==> src/rtl/sd_dma_arbiter.sv <==
// sd_dma_arbiter: round-robin share of the single SD wishbone DMA engine
// between two block-transfer requesters. Drives the engine's edge-triggered
// act/addr handshake, holds the read BRAM until the owner releases it, and
// keeps both acts low for GAP_CYCLES between jobs so the engine sees a fresh edge.
// Optional watchdog: define SD_DMA_ARB_TIMEOUT_EN to abort jobs after
// TIMEOUT_CYCLES; otherwise jobs wait indefinitely and req_err stays 0.
//
// state   | meaning
// IDLE    | no job; arbitrate and grant in the same cycle
// RD_ACT  | read act high, waiting for ext_read_go
// RD_HOLD | BRAM valid for owner, waiting for owner's release
// WR_ACT  | write act high, waiting for a rising edge of ext_write_done
// GAP     | both acts low for GAP_CYCLES before the next grant
module sd_dma_arbiter #(
    parameter int GAP_CYCLES     = 2,
    parameter int TIMEOUT_CYCLES = 65536
) (
    input  logic        clk_50,
    input  logic        reset_n,
    input  logic [1:0]  req_valid,
    input  logic [1:0]  req_write,
    input  logic [63:0] req_addr,
    output logic [1:0]  req_grant,
    output logic [1:0]  req_rd_ready,
    input  logic [1:0]  req_rd_release,
    output logic [1:0]  req_done,
    output logic [1:0]  req_err,
    output logic        ext_read_act,
    output logic [31:0] ext_read_addr,
    input  logic        ext_read_go,
    output logic        ext_read_stop,
    output logic        ext_write_act,
    output logic [31:0] ext_write_addr,
    input  logic        ext_write_done
);

    localparam int GW = $clog2(GAP_CYCLES + 1);

    typedef enum logic [2:0] {ST_IDLE, ST_RD_ACT, ST_RD_HOLD, ST_WR_ACT, ST_GAP} state_t;

    state_t          state, state_nxt;
    logic            owner;
    logic            last_served;
    logic            win;
    logic            wr_done_q;
    logic            wr_rise;
    logic            release_hit;
    logic            timeout_hit;
    logic [GW-1:0]   gap_cnt;

    // On a tie the port that was not served last wins
    assign win         = (req_valid == 2'b11) ? ~last_served : req_valid[1];
    // Completion needs a real 0->1 transition so a stale sticky level is ignored
    assign wr_rise     = ext_write_done & ~wr_done_q;
    assign release_hit = req_rd_release[owner];

`ifdef SD_DMA_ARB_TIMEOUT_EN
    logic [16:0] wd_cnt;

    // Watchdog: cleared while idle/gapping, so every job starts from zero
    always_ff @(posedge clk_50 or negedge reset_n) begin
        if (!reset_n)
            wd_cnt <= '0;
        else if (state == ST_IDLE || state == ST_GAP)
            wd_cnt <= '0;
        else
            wd_cnt <= wd_cnt + 17'd1;
    end

    assign timeout_hit = (state == ST_RD_ACT || state == ST_RD_HOLD || state == ST_WR_ACT) &&
                         (wd_cnt == 17'(TIMEOUT_CYCLES - 1));

    // Error pulse to the owner on the cycle after the watchdog expires
    always_ff @(posedge clk_50 or negedge reset_n) begin
        if (!reset_n)
            req_err <= '0;
        else
            req_err <= timeout_hit ? (owner ? 2'b10 : 2'b01) : 2'b00;
    end
`else
    assign timeout_hit = 1'b0;
    assign req_err     = 2'b00;
`endif

    // State register
    always_ff @(posedge clk_50 or negedge reset_n) begin
        if (!reset_n)
            state <= ST_IDLE;
        else
            state <= state_nxt;
    end

    // Next state and the combinational grant pulse (suppressed while in reset)
    always_comb begin
        state_nxt = state;
        req_grant = 2'b00;
        case (state)
            ST_IDLE: begin
                if (reset_n && (req_valid != 2'b00)) begin
                    req_grant[win] = 1'b1;
                    state_nxt      = req_write[win] ? ST_WR_ACT : ST_RD_ACT;
                end
            end
            ST_RD_ACT: begin
                if (timeout_hit)      state_nxt = ST_GAP;
                else if (ext_read_go) state_nxt = ST_RD_HOLD;
            end
            ST_RD_HOLD: begin
                if (timeout_hit || release_hit) state_nxt = ST_GAP;
            end
            ST_WR_ACT: begin
                if (timeout_hit || wr_rise) state_nxt = ST_GAP;
            end
            ST_GAP: begin
                if (gap_cnt == '0) state_nxt = ST_IDLE;
            end
            default: state_nxt = ST_IDLE;
        endcase
    end

    // Job datapath: ownership, engine handshake, requester status pulses
    always_ff @(posedge clk_50 or negedge reset_n) begin
        if (!reset_n) begin
            owner          <= 1'b0;
            last_served    <= 1'b1;
            wr_done_q      <= 1'b0;
            gap_cnt        <= '0;
            req_rd_ready   <= '0;
            req_done       <= '0;
            ext_read_act   <= 1'b0;
            ext_read_addr  <= '0;
            ext_read_stop  <= 1'b0;
            ext_write_act  <= 1'b0;
            ext_write_addr <= '0;
        end else begin
            wr_done_q     <= ext_write_done;
            req_done      <= '0;
            ext_read_stop <= 1'b0;
            if (state != ST_GAP && state_nxt == ST_GAP)
                gap_cnt <= GW'(GAP_CYCLES - 1);
            case (state)
                ST_IDLE: begin
                    if (req_valid != 2'b00) begin
                        owner       <= win;
                        last_served <= win;
                        if (req_write[win]) begin
                            ext_write_addr <= win ? req_addr[63:32] : req_addr[31:0];
                            ext_write_act  <= 1'b1;
                        end else begin
                            ext_read_addr <= win ? req_addr[63:32] : req_addr[31:0];
                            ext_read_act  <= 1'b1;
                        end
                    end
                end
                ST_RD_ACT: begin
                    if (timeout_hit) begin
                        ext_read_act  <= 1'b0;
                        ext_read_stop <= 1'b1;
                    end else if (ext_read_go) begin
                        req_rd_ready[owner] <= 1'b1;
                    end
                end
                ST_RD_HOLD: begin
                    if (timeout_hit || release_hit) begin
                        ext_read_act  <= 1'b0;
                        ext_read_stop <= 1'b1;
                        req_rd_ready  <= '0;
                        if (!timeout_hit) req_done[owner] <= 1'b1;
                    end
                end
                ST_WR_ACT: begin
                    if (timeout_hit || wr_rise) begin
                        ext_write_act <= 1'b0;
                        if (!timeout_hit) req_done[owner] <= 1'b1;
                    end
                end
                ST_GAP: begin
                    if (gap_cnt != '0) gap_cnt <= gap_cnt - GW'(1);
                end
                default: ;
            endcase
        end
    end

endmodule

==> config.mk <==
export PLATFORM = sky130hd
export DESIGN_NAME = sd_dma_arbiter
export DESIGN_NICKNAME = d
export VERILOG_FILES = /design/src/rtl/sd_dma_arbiter.sv
export SDC_FILE = /design/constraint.sdc
export NUM_CORES = 1
export LEC_CHECK = 0
export CAP_MARGIN = 20
export CORE_MARGIN = 4
export CORE_UTILIZATION = 40
export DETAILED_ROUTE_END_ITERATION = 10
export GPL_TIMING_DRIVEN = 1
export HOLD_SLACK_MARGIN = 0.12
export PLACE_DENSITY = 0.75
export SETUP_SLACK_MARGIN = 0.15
export SYNTH_ARGS = -nofsm -noshare
export SYNTH_HDL_FRONTEND = slang
export SYNTH_SLANG_ARGS = --single-unit
==> constraint.sdc <==
create_clock -name clk_50 -period 4.25 [get_ports clk_50]
set_clock_uncertainty 0.1 [all_clocks]
set_input_delay 0.85 -clock clk_50 [delete_from_list [all_inputs] [get_ports clk_50]]
set_output_delay 0.85 -clock clk_50 [all_outputs]
set_load 0.005 [all_outputs]
Word-level counts from Yosys, hierarchy flattened. Index checks and enable logic that the tools add are counted.

Mux-type cells: 38. Eq/ne operators: 13. Bitwise logic cells: 5. $add $sub $neg: 1. Reductions and logical operators: 17. $lt $le $gt $ge: 4.

Operator list (count): 2-to-1 mux 32 bit (1); 2-to-1 mux 2 bit (10); 2-to-1 mux 1 bit (15); 2-to-1 mux 3 bit (5); case mux 3 bit (5 select lines) (1); inequality test 2 bit, second input constant (6); nonzero test 2 bit (5); AND reduction 3 bit (3); case mux 2 bit (2 select lines) (2); AND reduction 4 bit (2); equality test 3 x 2 -> 1 bit, second input constant (2); equality test 3 bit, second input constant (2); logical AND 1 bit (4); less-than comparator 1 x 2 -> 1 bit, second input constant (2); case mux 1 bit (2 select lines) (2); equality test 3 x 1 -> 1 bit, second input constant (1); logical NOT 3 bit (1); inequality test 3 bit, second input constant (1); inverter 1 bit (3); demux 1 bit (select 1 bit) (2); equality test 2 bit, second input constant (1); greater-or-equal comparator 1 bit, second input constant (2); logical NOT 2 bit (1); OR 2 bit (1); other kinds (3) (3).

Input bits: 74. Output and inout bits: 75. Bits in registers: 79. Logic and storage cells: 90.

Longest topological paths before layout.
Depth after elaboration: 12. Gate-level depth with buffers: 6. Depth with buffers taken out: 5.

Worst setup path before layout. No wires, ideal clock.

Path type: input port to output port. Start: input port req_valid[1]. End: output port req_grant[1]. Slack: 1.787 ns. Cell stages on the path: 4. Arrival time: 1.513 ns. Required time: 3.300 ns. Cell sequence: a21boi_2 > buf_6 > buf_2 > and3_1.

Word-level cells in the longest chain between the ends: 8.

RTL lines: from (decl) (RTL line 20) `input logic [1:0] req_valid,`; equality test 2 bit (RTL line 52) `assign win = (req_valid == 2'b11) ? ~last_served : req_valid[1];`; 2-to-1 mux 1 bit (RTL line 52); less-than comparator 1 x 2 -> 1 bit (implied by the code) or greater-or-equal comparator 1 bit (tied branches) (RTL line 100) `req_grant[win] = 1'b1;`; logical AND 1 bit (implied by the code) (RTL line 100); 2-to-1 mux 1 bit (implied by the code) (RTL line 100); demux 1 bit (select 1 bit) (RTL line 100); 2-to-1 mux 2 bit (*) (RTL line 99) `if (reset_n && (req_valid != 2'b00)) begin`; 2-to-1 mux 2 bit (*) (RTL line 97) `case (state)`; to (decl) (RTL line 23) `output logic [1:0] req_grant,`.

Every way passes the cells marked *; elsewhere a longest branch is shown, timed or not.

Final worst setup path.
Start: input port req_valid[1]. End: output port req_grant[0].

The elaborated chain is that of the path after synthesis.

==> flow_summary.toml <==
[die]
fp.dieW_um = 103
rows = 34
start_util_pct = 41.3
io_pins = 149
die_area_um2 = 10600
die_h_um = 103
fp.coreArea_um2 = 8760

[global_route]
grt_overflow_total = 0
grt_antenna_before_repair = 0
grt_pass1_vias = 2563
grt_pass1_wl_um = 12800
grt_usage_pct = 15.6
grt_max_degree = 75

[run_status]
status = "finished, final reports clean"

[sta]
tightest_slew_ps = 1030
setup_tns_ps = 0
finalCriticalPeriod_ps = 3380
timing_hold_violations_final = 0
slew_viol_final = 0
max-slew-margin-rel_pct = 31.4
setup_viol = 0
min_period_over_period_pct = 79.5
rsz0062_at_grt = "no"
fmax_mhz = 296

[power]
pwr-share-clk_pct = 17.3
p_switching_mw = 1.01
combPwrFrac_pct = 45.9
p_per_area_nw_per_um2 = 676
leakage_nw = 2.31
swShare_pct = 27.8
peakVddDrop_uv = 512
p_int_mw = 2.62
pwr-share-seq_pct = 36.8

[synth]
synth_edf_count = 0
synthDistinctLibCells = 33
ys_seq_area_share_pct = 54.6
synth_top_area_share_pct = 53.9
synth_warnings = 0
syn_area_um2 = 3620
async_reset_ff_share_pct = 100
synth_largest_area_cell = "dfrtp_1"
syn_avg_cell_area_um2 = 15.3
synthTopCellsByArea = "dfrtp_1, mux2_2, mux2_4"
synth-seq-cells = 79
synthFlopType = "dfrtp_1"
postSynthCellCount = 236

[worst_setup_path]
startpoint_type = "input port"
crit_arrival_ps = 2430
worstPathRequired_ps = 3300
cp-end-kind = "primary output"
path_class = "in2out"
path_max_fanout = 20

[cells_and_area]
layout_commonest_cell = "clkdlybuf4s50_1"
layout_common_cells = "clkdlybuf4s50_1, dfrtp_1, mux2_2, mux2_4, clkbuf_8"
drive_gt1_share_pct = 31.5
diodes = 0
area_growth_pct = 48.3
final_cells = 498
fin_nets = 459

[route]
firstDrtPassIters = 4
routedWlPerCell_um = 16.8
drt_iter0_drc = 35
wl_um = 8380
route.vias.total = 2478
routed_via_density = 4.98
drtAntennaViolNets = 0
drcViolationCount = 0

[clock_network]
clk_latency_ps = 340
postCtsSetupBuffers = 0
cts_buffer_depth = 2
clk_pin_slew_worst_paths_ps = 80
cts_buffers = 9
clock-sinks = 79
post_cts_resized = 0
cts_tree = "built"
h-tree-depth = 3
cts_root_buf = "clkbuf_8"
holdBufCountCts = 0

[placement]
place.gp.congestion = 0.811
place_hpwl_um = 6190
dp.cells = 482
io_buffers = 146

[job]
cap_violations = 0

[min_path]
hp-class = "in2async"
==> worst paths after layout <==
kind | startpoint | endpoint | slack [ps] | cells after the start
setup / recovery | req_valid[1] | req_grant[0] | 870 | 5
hold / removal | reset_n | ext_write_addr[19]$_DFFE_PN0P_ | 220 | 1
setup reg to reg | last_served$_DFFE_PN1P_ | ext_write_addr[27]$_DFFE_PN0P_ | 1710 | 5
hold reg to reg | ext_write_act$_DFFE_PN0P_ | ext_write_act$_DFFE_PN0P_ | 400 | 1
max in group asynchronous | reset_n | ext_write_addr[26]$_DFFE_PN0P_ | 2730 | 2
min in group clk_50 | ext_write_act$_DFFE_PN0P_ | ext_write_act$_DFFE_PN0P_ | 400 | 1
==> metrics by stage <==
stage / power [mW] / util [%] / instance area, µm² / setup WS, ps / hold slack [ps]
after floorplan: 2.13 / - / 3630 / 1790 / 374
after global placement: 3.00 / 58.7 / 5140 / 778 / 376
after detailed placement: 3.04 / 58.7 / 5140 / 729 / 389
after CTS: 3.69 / 61.3 / 5370 / 857 / 202
after global routing: 3.85 / 61.3 / 5370 / 766 / 201
final: 3.63 / 61.3 / 5370 / 873 / 216
==> power by group through the flow <==
| stage | clock network (mW) | registers [mW] | logic [mW] |
|---|---|---|---|
| after floorplan | 0 | 1.35 | 0.780 |
| after global placement | 0 | 1.33 | 1.66 |
| after detailed placement | 0 | 1.35 | 1.70 |
| after CTS | 0.651 | 1.34 | 1.70 |
| after global routing | 0.678 | 1.38 | 1.79 |
| final | 0.628 | 1.33 | 1.67 |
==> layer usage <==
layer	global-route usage, %	routed length, µm
met5	0	0
met4	4.18	54
met3	5.07	719
met2	26.8	4190
met1	18.8	3420
==> area by class of cell <==
cell class | count | area [µm²]
inverter | 2 | 7.51
timing repair buffer | 149 | 1480
clock inverter | 6 | 91.3
tap | 108 | 135
multi-input combinational | 144 | 1540
sequential | 79 | 1980
clock buffer | 10 | 138
fill | 712 | 3390
==> worst max-delay path, stage by stage <==
cell,delay [ps]
clkdlybuf4s50_1,530
a21boi_4,210
buf_4,300
nor2_1,90
clkdlybuf4s50_1,460
==> synth_stat cells, types with 2 or more instances <==
library cell / number
inv_1: 2
nand2b_1: 2
a31oi_1: 2
dfrtp_1: 78
nand2_1: 5
nor3b_1: 4
nor2_1: 5
buf_6: 7
a21boi_0: 2
o21ai_0: 4
mux2_4: 33
o21a_1: 2
mux2_2: 63
buf_4: 2
nand3_1: 2
buf_2: 3
a21oi_1: 4
==> cells by family (layout without fill, tap and decap cells) <==
group | after synthesis | after routing | synth area share (%)
other cells | 1 | 2 | 0.104
flops | 79 | 79 | 54.6
compound gates | 19 | 19 | 3.49
simple gates | 25 | 25 | 4.42
mux | 98 | 98 | 34.2
buf+inv | 14 | 167 | 3.21
==> flip-flops by register name, indices dropped and copies added (netlist names) <==
register        flops
owner               1
state               3
ext_write_act       1
req_done            2
last_served         1
ext_read_addr      32
gap_cnt             2
wr_done_q           1
ext_write_addr     32
ext_read_act        1
req_rd_ready        2
ext_read_stop       1
Note: power is estimated with default switching activity, not from simulation.
